<file path="src/rtl/riscp_pkg.sv">
// riscp_pkg: shared sizing and state encoding for the register file.
//   DW     - data width of one register
//   AW     - register address width
//   NREGS  - number of registers (2^AW)
//   rf_state_t - clear-sequencer states
package riscp_pkg;

  localparam int DW    = 32;
  localparam int AW    = 5;
  localparam int NREGS = 1 << AW;

  typedef enum logic {
    RF_CLEAR = 1'b0,
    RF_READY = 1'b1
  } rf_state_t;

endpackage

</file>
<file path="src/rtl/rf_clear_seq.sv">
// rf_clear_seq: post-reset clear sequencer for the register file.
// Walks every register address once, asserting a zero-write strobe each
// cycle, then parks in READY until the next reset.
//
// Ports:
//   clk        in   rising-edge clock
//   rst_n      in   asynchronous active-low reset
//   busy_o     out  high while the clear sequence runs (registered state)
//   clr_we_o   out  clear write strobe, one per CLEAR cycle
//   clr_addr_o out  register index being cleared this cycle
//
// state     | meaning
// ----------+-----------------------------------------------------------
// RF_CLEAR  | writing 0 to regs[cnt], one entry per cycle, busy high
// RF_READY  | clear done, normal read/write traffic, busy low
module rf_clear_seq
  import riscp_pkg::*;
#(
  parameter int AW = riscp_pkg::AW
) (
  input  logic          clk,
  input  logic          rst_n,
  output logic          busy_o,
  output logic          clr_we_o,
  output logic [AW-1:0] clr_addr_o
);

  rf_state_t     state_q, state_d;
  logic [AW-1:0] cnt_q, cnt_d;

  always_ff @(posedge clk or negedge rst_n) begin
    if (!rst_n) begin
      state_q <= RF_CLEAR;
      cnt_q   <= '0;
    end else begin
      state_q <= state_d;
      cnt_q   <= cnt_d;
    end
  end

  always_comb begin
    state_d  = state_q;
    cnt_d    = cnt_q;
    clr_we_o = 1'b0;
    unique case (state_q)
      RF_CLEAR: begin
        clr_we_o = 1'b1;
        cnt_d    = cnt_q + 1'b1;
        // All-ones index is the last entry; leave on the edge that writes it.
        if (&cnt_q) state_d = RF_READY;
      end
      RF_READY: begin
      end
      default: state_d = RF_CLEAR;
    endcase
  end

  assign clr_addr_o = cnt_q;
  assign busy_o     = (state_q == RF_CLEAR);

endmodule

</file>
<file path="src/rtl/reg_file.sv">
// reg_file: 2^AW x DW general register file, two registered read ports,
// one write port, R0 hardwired to zero. A hardware clear sequence runs
// after every reset; busy is high for its duration and all external
// writes are ignored while it runs.
//
// Ports:
//   clk, rst_n  clock and asynchronous active-low reset
//   ra1, ra2    read addresses (data returned one cycle later)
//   rd1, rd2    registered read data, forced to 0 while busy
//   we, wa, wd  write-back port (ignored while busy and for wa == 0)
//   busy        clear sequence in progress
//
// Build option:
//   REGFILE_BYPASS_EN  defined: a same-cycle write to a read address is
//                      forwarded to the read register. Undefined: the old
//                      array contents are returned (read-before-write).
module reg_file
  import riscp_pkg::*;
#(
  parameter int DW = riscp_pkg::DW,
  parameter int AW = riscp_pkg::AW
) (
  input  logic          clk,
  input  logic          rst_n,
  input  logic [AW-1:0] ra1,
  input  logic [AW-1:0] ra2,
  output logic [DW-1:0] rd1,
  output logic [DW-1:0] rd2,
  input  logic          we,
  input  logic [AW-1:0] wa,
  input  logic [DW-1:0] wd,
  output logic          busy
);

  localparam int NUM_REGS = 1 << AW;

  logic [DW-1:0] regs_q [NUM_REGS];
  logic [DW-1:0] rd1_q, rd1_d;
  logic [DW-1:0] rd2_q, rd2_d;

  logic          clr_we;
  logic [AW-1:0] clr_addr;

  logic          ext_wr;
  logic          arr_we;
  logic [AW-1:0] arr_wa;
  logic [DW-1:0] arr_wd;
  logic          byp1, byp2;

  rf_clear_seq #(.AW(AW)) u_clear_seq (
    .clk        (clk),
    .rst_n      (rst_n),
    .busy_o     (busy),
    .clr_we_o   (clr_we),
    .clr_addr_o (clr_addr)
  );

  assign ext_wr = !busy && we && (wa != '0);

  // Write mux: the clear sequencer owns the port while busy.
  always_comb begin
    arr_we = 1'b0;
    arr_wa = '0;
    arr_wd = '0;
    if (clr_we) begin
      arr_we = 1'b1;
      arr_wa = clr_addr;
    end else if (ext_wr) begin
      arr_we = 1'b1;
      arr_wa = wa;
      arr_wd = wd;
    end
  end

  // Storage is not reset; the clear sequence initialises it.
  always_ff @(posedge clk) begin
    if (arr_we) regs_q[arr_wa] <= arr_wd;
  end

`ifdef REGFILE_BYPASS_EN
  assign byp1 = ext_wr && (wa == ra1);
  assign byp2 = ext_wr && (wa == ra2);
`else
  assign byp1 = 1'b0;
  assign byp2 = 1'b0;
`endif

  always_comb begin
    rd1_d = '0;
    rd2_d = '0;
    if (!busy) begin
      if (ra1 != '0) rd1_d = byp1 ? wd : regs_q[ra1];
      if (ra2 != '0) rd2_d = byp2 ? wd : regs_q[ra2];
    end
  end

  always_ff @(posedge clk or negedge rst_n) begin
    if (!rst_n) begin
      rd1_q <= '0;
      rd2_q <= '0;
    end else begin
      rd1_q <= rd1_d;
      rd2_q <= rd2_d;
    end
  end

  assign rd1 = rd1_q;
  assign rd2 = rd2_q;

endmodule

</file>
<file path="config.mk">
export PLATFORM = sky130hd
export DESIGN_NAME = reg_file
export DESIGN_NICKNAME = d
export VERILOG_FILES = /design/src/rtl/riscp_pkg.sv /design/src/rtl/rf_clear_seq.sv /design/src/rtl/reg_file.sv
export SDC_FILE = /design/constraint.sdc
export NUM_CORES = 1
export LEC_CHECK = 0
export BUFFER_PORTS_ARGS = -buffer_cell sky130_fd_sc_hd__buf_2
export CORE_ASPECT_RATIO = 1.75
export CORE_MARGIN = 4
export CORE_UTILIZATION = 39
export DETAILED_ROUTE_END_ITERATION = 10
export HOLD_SLACK_MARGIN = 0.02
export PLACE_DENSITY = 0.65
export SLEW_MARGIN = 40
export SYNTH_ARGS = -nofsm -noshare
export SYNTH_HDL_FRONTEND = slang
export SYNTH_SLANG_ARGS = --single-unit
export TNS_END_PERCENT = 20
</file>
<file path="constraint.sdc">
create_clock -name clk -period 3.3 [get_ports clk]
set_input_delay 0.66 -clock clk [delete_from_list [all_inputs] [get_ports clk]]
set_output_delay 0.66 -clock clk [all_outputs]
set_load 0.01 [all_outputs]
</file>
==> reports/results.ini, run 1 <==
[logic_synthesis]
yosysWarningCount=0
synthTopCellsByArea=edfxtp_1, mux2i_1, mux4_2
async_reset_ff_frac=0.0659
syn-num-nets=2970
synth_edf_count=992
yosysSeqAreaShare=0.649
synth_flop_cell=edfxtp_1
yosysMostFrequentCell=edfxtp_1
yosys-top-cells-count=edfxtp_1, mux2i_1, o22ai_1, a22oi_1, mux4_2
synth.distinct_cells=43
yosys.area.top_type=edfxtp_1
avgSynthCellArea_sq_um=16.6
synth_seq_cells=1062
syn_area_sq_mm=0.0486
synthCells=2918
synth_top_area_frac=0.613

[floorplanning]
die_y_microns=475
core_region_area_sq_mm=0.124
io_pins=115
rows=171
die_w_microns=275
start_util=0.392
die_area_sq_mm=0.130

[clocking]
cts_tree=built
cts_buffers=89
cts_buffer_depth=3
worstSkewPairLatency_ns=0.69
root_buffer=clkbuf_16
clock_sinks=1062
holdBufCountCts=1
clk_pin_slew_ns=0.07
htree_levels=3
post_cts_buffers=0
cts_resized=0

[pwr]
power.switching_uw=6480
seqPwrFrac=0.521
combPwrFrac=0.079
switching_share=0.227
cell_internal_pwr_uw=22100
ir_worst_vdd_mv=0.361
power_uw=28600
pwr-share-clk=0.400
p_leak_uw=0.0202
pwr_density_cell_mw_per_mm2=515

[sta]
worst_pin_slew_ns=0.803
slew_headroom=0.464
tns_ns=0
rsz0062_at_grt=false
max_freq_mhz=396
drv_slew=0
fin_crit_sh=0.766
finalSetupViolCount=0
skew_ns=0.0196
holdWs_ns=0.527
hold_viol=0
min_period_ns=2.53

[critical_path]
path_class=reg -> reg
r2r_cells=6
r2r_start=u_clear_seq.state_q$_DFF_PN0_
cp-end-kind=register
cp_slowest_cell=o32ai_1
crit_required_ns=3.67
cp-start-kind=register
cp.depth=6
path_max_fanout=16
reg2reg_to=regs_q[5][1]$_DFFE_PP_
cp_cell_sequence=buf_4 > inv_2 > o32ai_1 > nand2_1 > nor2_4 > buf_12
cp_data_arrival_time_ns=2.90
slowest_delay_ns=0.47
crit_family=simple AND/OR/NAND/NOR gates
cp.buffers_inverters=3
r2r_setup_slack_ns=0.77

[placement]
dpl.cell_count=4595
port_buffers=114
place.gp.congestion=0.832
hpwlAfterDp_microns=92800

[layout]
fillers=10599
nets=3096
final_cells=4765
finish.utilization=0.448
layout-drive-gt1-share=0.242
syn_to_final_growth_pct=14.2

[route]
drt_wl_total_microns=154000
avgRoutedWirePerCell_microns=32.3
drt_first_pass_iters=5
vias=29847
antenna_left=0
dr.first_iter.drc_count=2948
viasPerCell=6.26
drc=0

[run]
timing.max_cap.violations=0

[grt]
first_global_vias=31118
grt_max_degree=60
grt_overflow=0
grt_pass1_wl_microns=218000
antenna_found_initial=7
track_usage=0.233

[run_status]
status=finished, final reports clean

[hold_path]
worstHoldPathType=in -> async

power groups by stage:
| stage | logic (uW) | registers, uW | clock network, uW |
|---|---|---|---|
| 4_1_cts | 2260 | 14900 | 11600 |
| 3_3_place_gp | 2220 | 15200 | 0 |
| 6_report | 2260 | 14900 | 11400 |
| 5_1_grt | 2360 | 14900 | 12100 |
| 2_1_floorplan | 1290 | 15200 | 0 |
| 3_5_place_dp | 2250 | 15200 | 0 |
worst max-delay path by stage:
stage,start,endpoint,slack [ns]
global route,u_clear_seq.state_q$_DFF_PN0_,regs_q[5][4]$_DFFE_PP_,0.72
global placement,ra2[0],rd2[5]$_DFF_PN0_,0.33
finish,u_clear_seq.state_q$_DFF_PN0_,regs_q[5][1]$_DFFE_PP_,0.77
floorplan,we,regs_q[10][0]$_DFFE_PP_,0.29
detailed placement,ra2[0],rd2[5]$_DFF_PN0_,0.32
CTS,u_clear_seq.state_q$_DFF_PN0_,busy,0.82
layout by cell type (no fill, tap or decap), types with 6 or more instances in the layout:
cell and count:
edfxtp_1 992, bufinv_16 15, mux4_2 192, buf_4 84, clkinv_1 7, clkbuf_8 11
buf_12 68, clkbuf_1 18, clkinvlp_4 7, nand4_1 64, dfrtp_1 70, a221oi_2 60
o22ai_1 193, clkinv_2 10, nor2_4 36, nor2_1 7, and2_2 32, nand2_1 146
buf_2 109, or3b_2 6, mux2i_1 576, o21ai_0 46, a22oi_1 192, inv_6 6
clkbuf_16 90, o21ai_1 19
logic make-up after synthesis:
| kind of cell | synth area share |
|---|---|
| fa+ha+maj | 0.000515 |
| xor+xnor | 0.000541 |
| mux | 0.208 |
| simple gates | 0.0326 |
| flops | 0.649 |
| compound gates | 0.0817 |
| buf+inv | 0.0272 |
registers in the layout, indices dropped and copies added (netlist names):
name,count
u_clear_seq.clr_addr_o,5
rd1,32
regs_q,992
rd2,32
u_clear_seq.state_q,1
metrics by stage:
stage / area, sq um / setup slack (ns)
final: 55500 / 0.773
after global routing: 55500 / 0.716
after CTS: 55500 / 0.817
after detailed placement: 52300 / 0.322
after global placement: 52300 / 0.328
after floorplan: 48600 / 0.294
layout make-up:
class,instances,area [sq um],area share
clock buffer,119,2470,0.0445
sequential,1062,31500,0.568
clock inverter,48,677,0.0122
inverter,3,11.3,0.000203
multi-input combinational,1621,16100,0.290
antenna,2,5.00,0.0000902
timing repair buffer,267,2620,0.0472
tap,1643,2060,0.0370
per-layer routing:
metal	track usage	part of all wire	vias to the layer above
met5	0	0.000084	-
met4	0.126	0.063	2
met3	0.0322	0.063	460
met2	0.424	0.53	1451
met1	0.263	0.35	15660
li1	-	-	12274
Power figures use the tool's default switching activity.
==> inputs of run 2 (changes only) <==
==> constraint.sdc (replaced) <==
create_clock -name clk -period 2.6 [get_ports clk]
set_input_delay 0.52 -clock clk [delete_from_list [all_inputs] [get_ports clk]]
set_output_delay 0.52 -clock clk [all_outputs]
set_load 0.01 [all_outputs]
==> run 2 against run 1 <==
Against the previous run: clock skew down 0.0031 ns; utilization grew 0.94 points; die area stayed put; sequential share of layout area is 1.2 points lower.
==> reports/results.ini, run 2 (synthesized netlist as in run 1, its figures left out) <==
[placement]
place.gp.congestion=0.852  ; +2.5%
dpl.cell_count=4675  ; +1.7%
dp_slack_ns=0.0762  ; -0.246 ns
hpwlAfterDp_microns=98500  ; +6.2%
port_buffers=114  ; unchanged

[floorplanning]
die_y_microns=475  ; unchanged
rows=171  ; unchanged
start_util=0.392  ; unchanged
core_region_area_sq_mm=0.124  ; unchanged
die_w_microns=275  ; unchanged
die_area_sq_mm=0.130  ; unchanged
io_pins=115  ; unchanged

[hold_path]
worstHoldPathType=in -> async

[critical_path]
cp_cell_sequence=buf_12 > nand3_1 > a21boi_0 > nand2_1 > nor2_4 > buf_12
cp.buffers_inverters=2  ; -1
critPathLaunch=u_clear_seq.state_q$_DFF_PN0_
slowest_delay_ns=0.48  ; about the same
cp-end-kind=register
crit_required_ns=2.95  ; -0.72 ns
r2r_start=u_clear_seq.state_q$_DFF_PN0_
cp-start-kind=register
crit_family=simple AND/OR/NAND/NOR gates
cp_slowest_cell=a21boi_0
path_max_fanout=32  ; +16
cp_data_arrival_time_ns=2.77  ; -0.13 ns
critPathMostFrequentCell=buf_12
path_class=reg -> reg

[layout]
layout-drive-gt1-share=0.257  ; +0.0150
largest_reg_flops=992  ; unchanged
largest_register=regs_q
fillers=10523  ; -0.72%
final_common_cell=edfxtp_1
register_area_sq_mm=0.0315  ; unchanged
nets=3178  ; +2.6%
final_cells=4849  ; +1.8%
most-common-layout-cells=edfxtp_1, mux2i_1, o22ai_1
finish.utilization=0.457  ; +0.00935
multi_input_area_sq_mm=0.0161  ; -0.22%
syn_to_final_growth_pct=16.6

[grt]
track_usage=0.231  ; -0.00200
grt_overflow=0  ; unchanged
antenna_found_initial=6  ; -1
grt_pass1_wl_microns=216000  ; -0.81%
grt_max_degree=52  ; -13%
first_global_vias=31231  ; +0.36%

[pwr]
pwr_density_cell_mw_per_mm2=654  ; +27%
ir_worst_vdd_mv=0.479  ; +33%
power_uw=37000  ; +30%
p_leak_uw=0.0208  ; +2.9%

[route]
drt_wl_total_microns=153000  ; -0.42%
drc=0  ; unchanged
vias=30043  ; +0.66%
dr.first_iter.drc_count=2515  ; -15%
avgRoutedWirePerCell_microns=31.6  ; -2.1%
drt_first_pass_iters=6  ; +1
antenna_left=0  ; unchanged
viasPerCell=6.20  ; -1.1%

[clocking]
clock_sinks=1062  ; unchanged
clk_pin_slew_ns=0.07  ; about the same
worstSkewPairLatency_ns=0.69  ; about the same
cts_buffer_depth=3  ; unchanged
cts_tree=built
root_buffer=clkbuf_16
cts_buffers=91  ; +2.2%
htree_levels=3  ; unchanged

[run_status]
status=finished, final reports clean

[sta]
slew_headroom=0.446  ; -0.0184
min_period_ns=2.43  ; -0.0980 ns
fin_crit_sh=0.934  ; +0.168
drv_slew=0  ; unchanged
hold_viol=0  ; unchanged
fin_ws_ns=0.171  ; -0.602 ns
rsz0062_at_grt=false
finalSetupViolCount=0  ; unchanged
worst_pin_slew_ns=0.831  ; +0.0276 ns
skew_ns=0.0165  ; -0.00314 ns
max_freq_mhz=412  ; +4.0%

[run]
timing.max_cap.violations=0  ; unchanged

[run 2: cell types whose count changed in the layout (fill, tap and decap cells not counted), sizes merged]
cell      delta
inv          -1
clkbuf      -12
clkinv      +10
bufinv       +3
clkinvlp     +3
diode        +1
buf         +80
[run 2: per-stage QoR]
| stage | hold WS, ns | TNS (ns) | cell area (sq um) |
|---|---|---|---|
| detailed placement | 0.424 | 0 | 53300 |
| finish | 0.258 | 0 | 56600 |
| floorplan | 0.224 | -281.06 | 48600 |
| global placement | 0.414 | 0 | 53300 |
| CTS | 0.210 | 0 | 56600 |
| global route | 0.256 | 0 | 56600 |
[run 2: timing repair]
action,in CTS,in global routing
hold buffers,1,0
setup buffers,0,0
endpoints found under the hold margin,16,0
gates resized for setup,0,0
[run 2: cell type report]
| class | count | area share |
|---|---|---|
| antenna | 3 | 0.000133 |
| sequential | 1062 | 0.557 |
| timing repair buffer | 347 | 0.0646 |
| tap | 1643 | 0.0363 |
| multi-input combinational | 1621 | 0.284 |
| inverter | 3 | 0.000199 |
| clock inverter | 63 | 0.0149 |
| clock buffer | 107 | 0.0433 |
[run 2: per-layer routing]
layer	routed length, microns	share of wire	vias up	track usage
li1	-	-	12463	-
met1	53500	0.35	15770	0.258
met2	81800	0.53	1382	0.422
met3	8730	0.057	422	0.0306
met4	9330	0.061	6	0.129
met5	42	0.00027	-	0
[run 2: power breakdown]
| part | switching (uW) | leakage, uW | internal [uW] | total, uW |
|---|---|---|---|---|
| logic | 1900 | 0.00803 | 1120 | 3020 |
| registers | 92.2 | 0.0112 | 18800 | 18900 |
| clock network | 6490 | 0.00158 | 8620 | 15100 |
| total | 8480 | 0.0208 | 28600 | 37000 |
[run 2: final timing paths]
path                                                              end  slack (ns)  cells after the start
worst max-delay path                           regs_q[6][4]$_DFFE_PP_        0.17                      6
worst max register to register                 regs_q[6][4]$_DFFE_PP_        0.17                      6
worst min-delay path                                rd1[19]$_DFF_PN0_        0.26                      2
worst min register to register  u_clear_seq.clr_addr_o[0]$_DFFE_PN0N_        0.58                      1
min in group clk                             regs_q[28][24]$_DFFE_PP_        0.41                      2
max in group asynchronous                            rd1[3]$_DFF_PN0_        1.63                      3
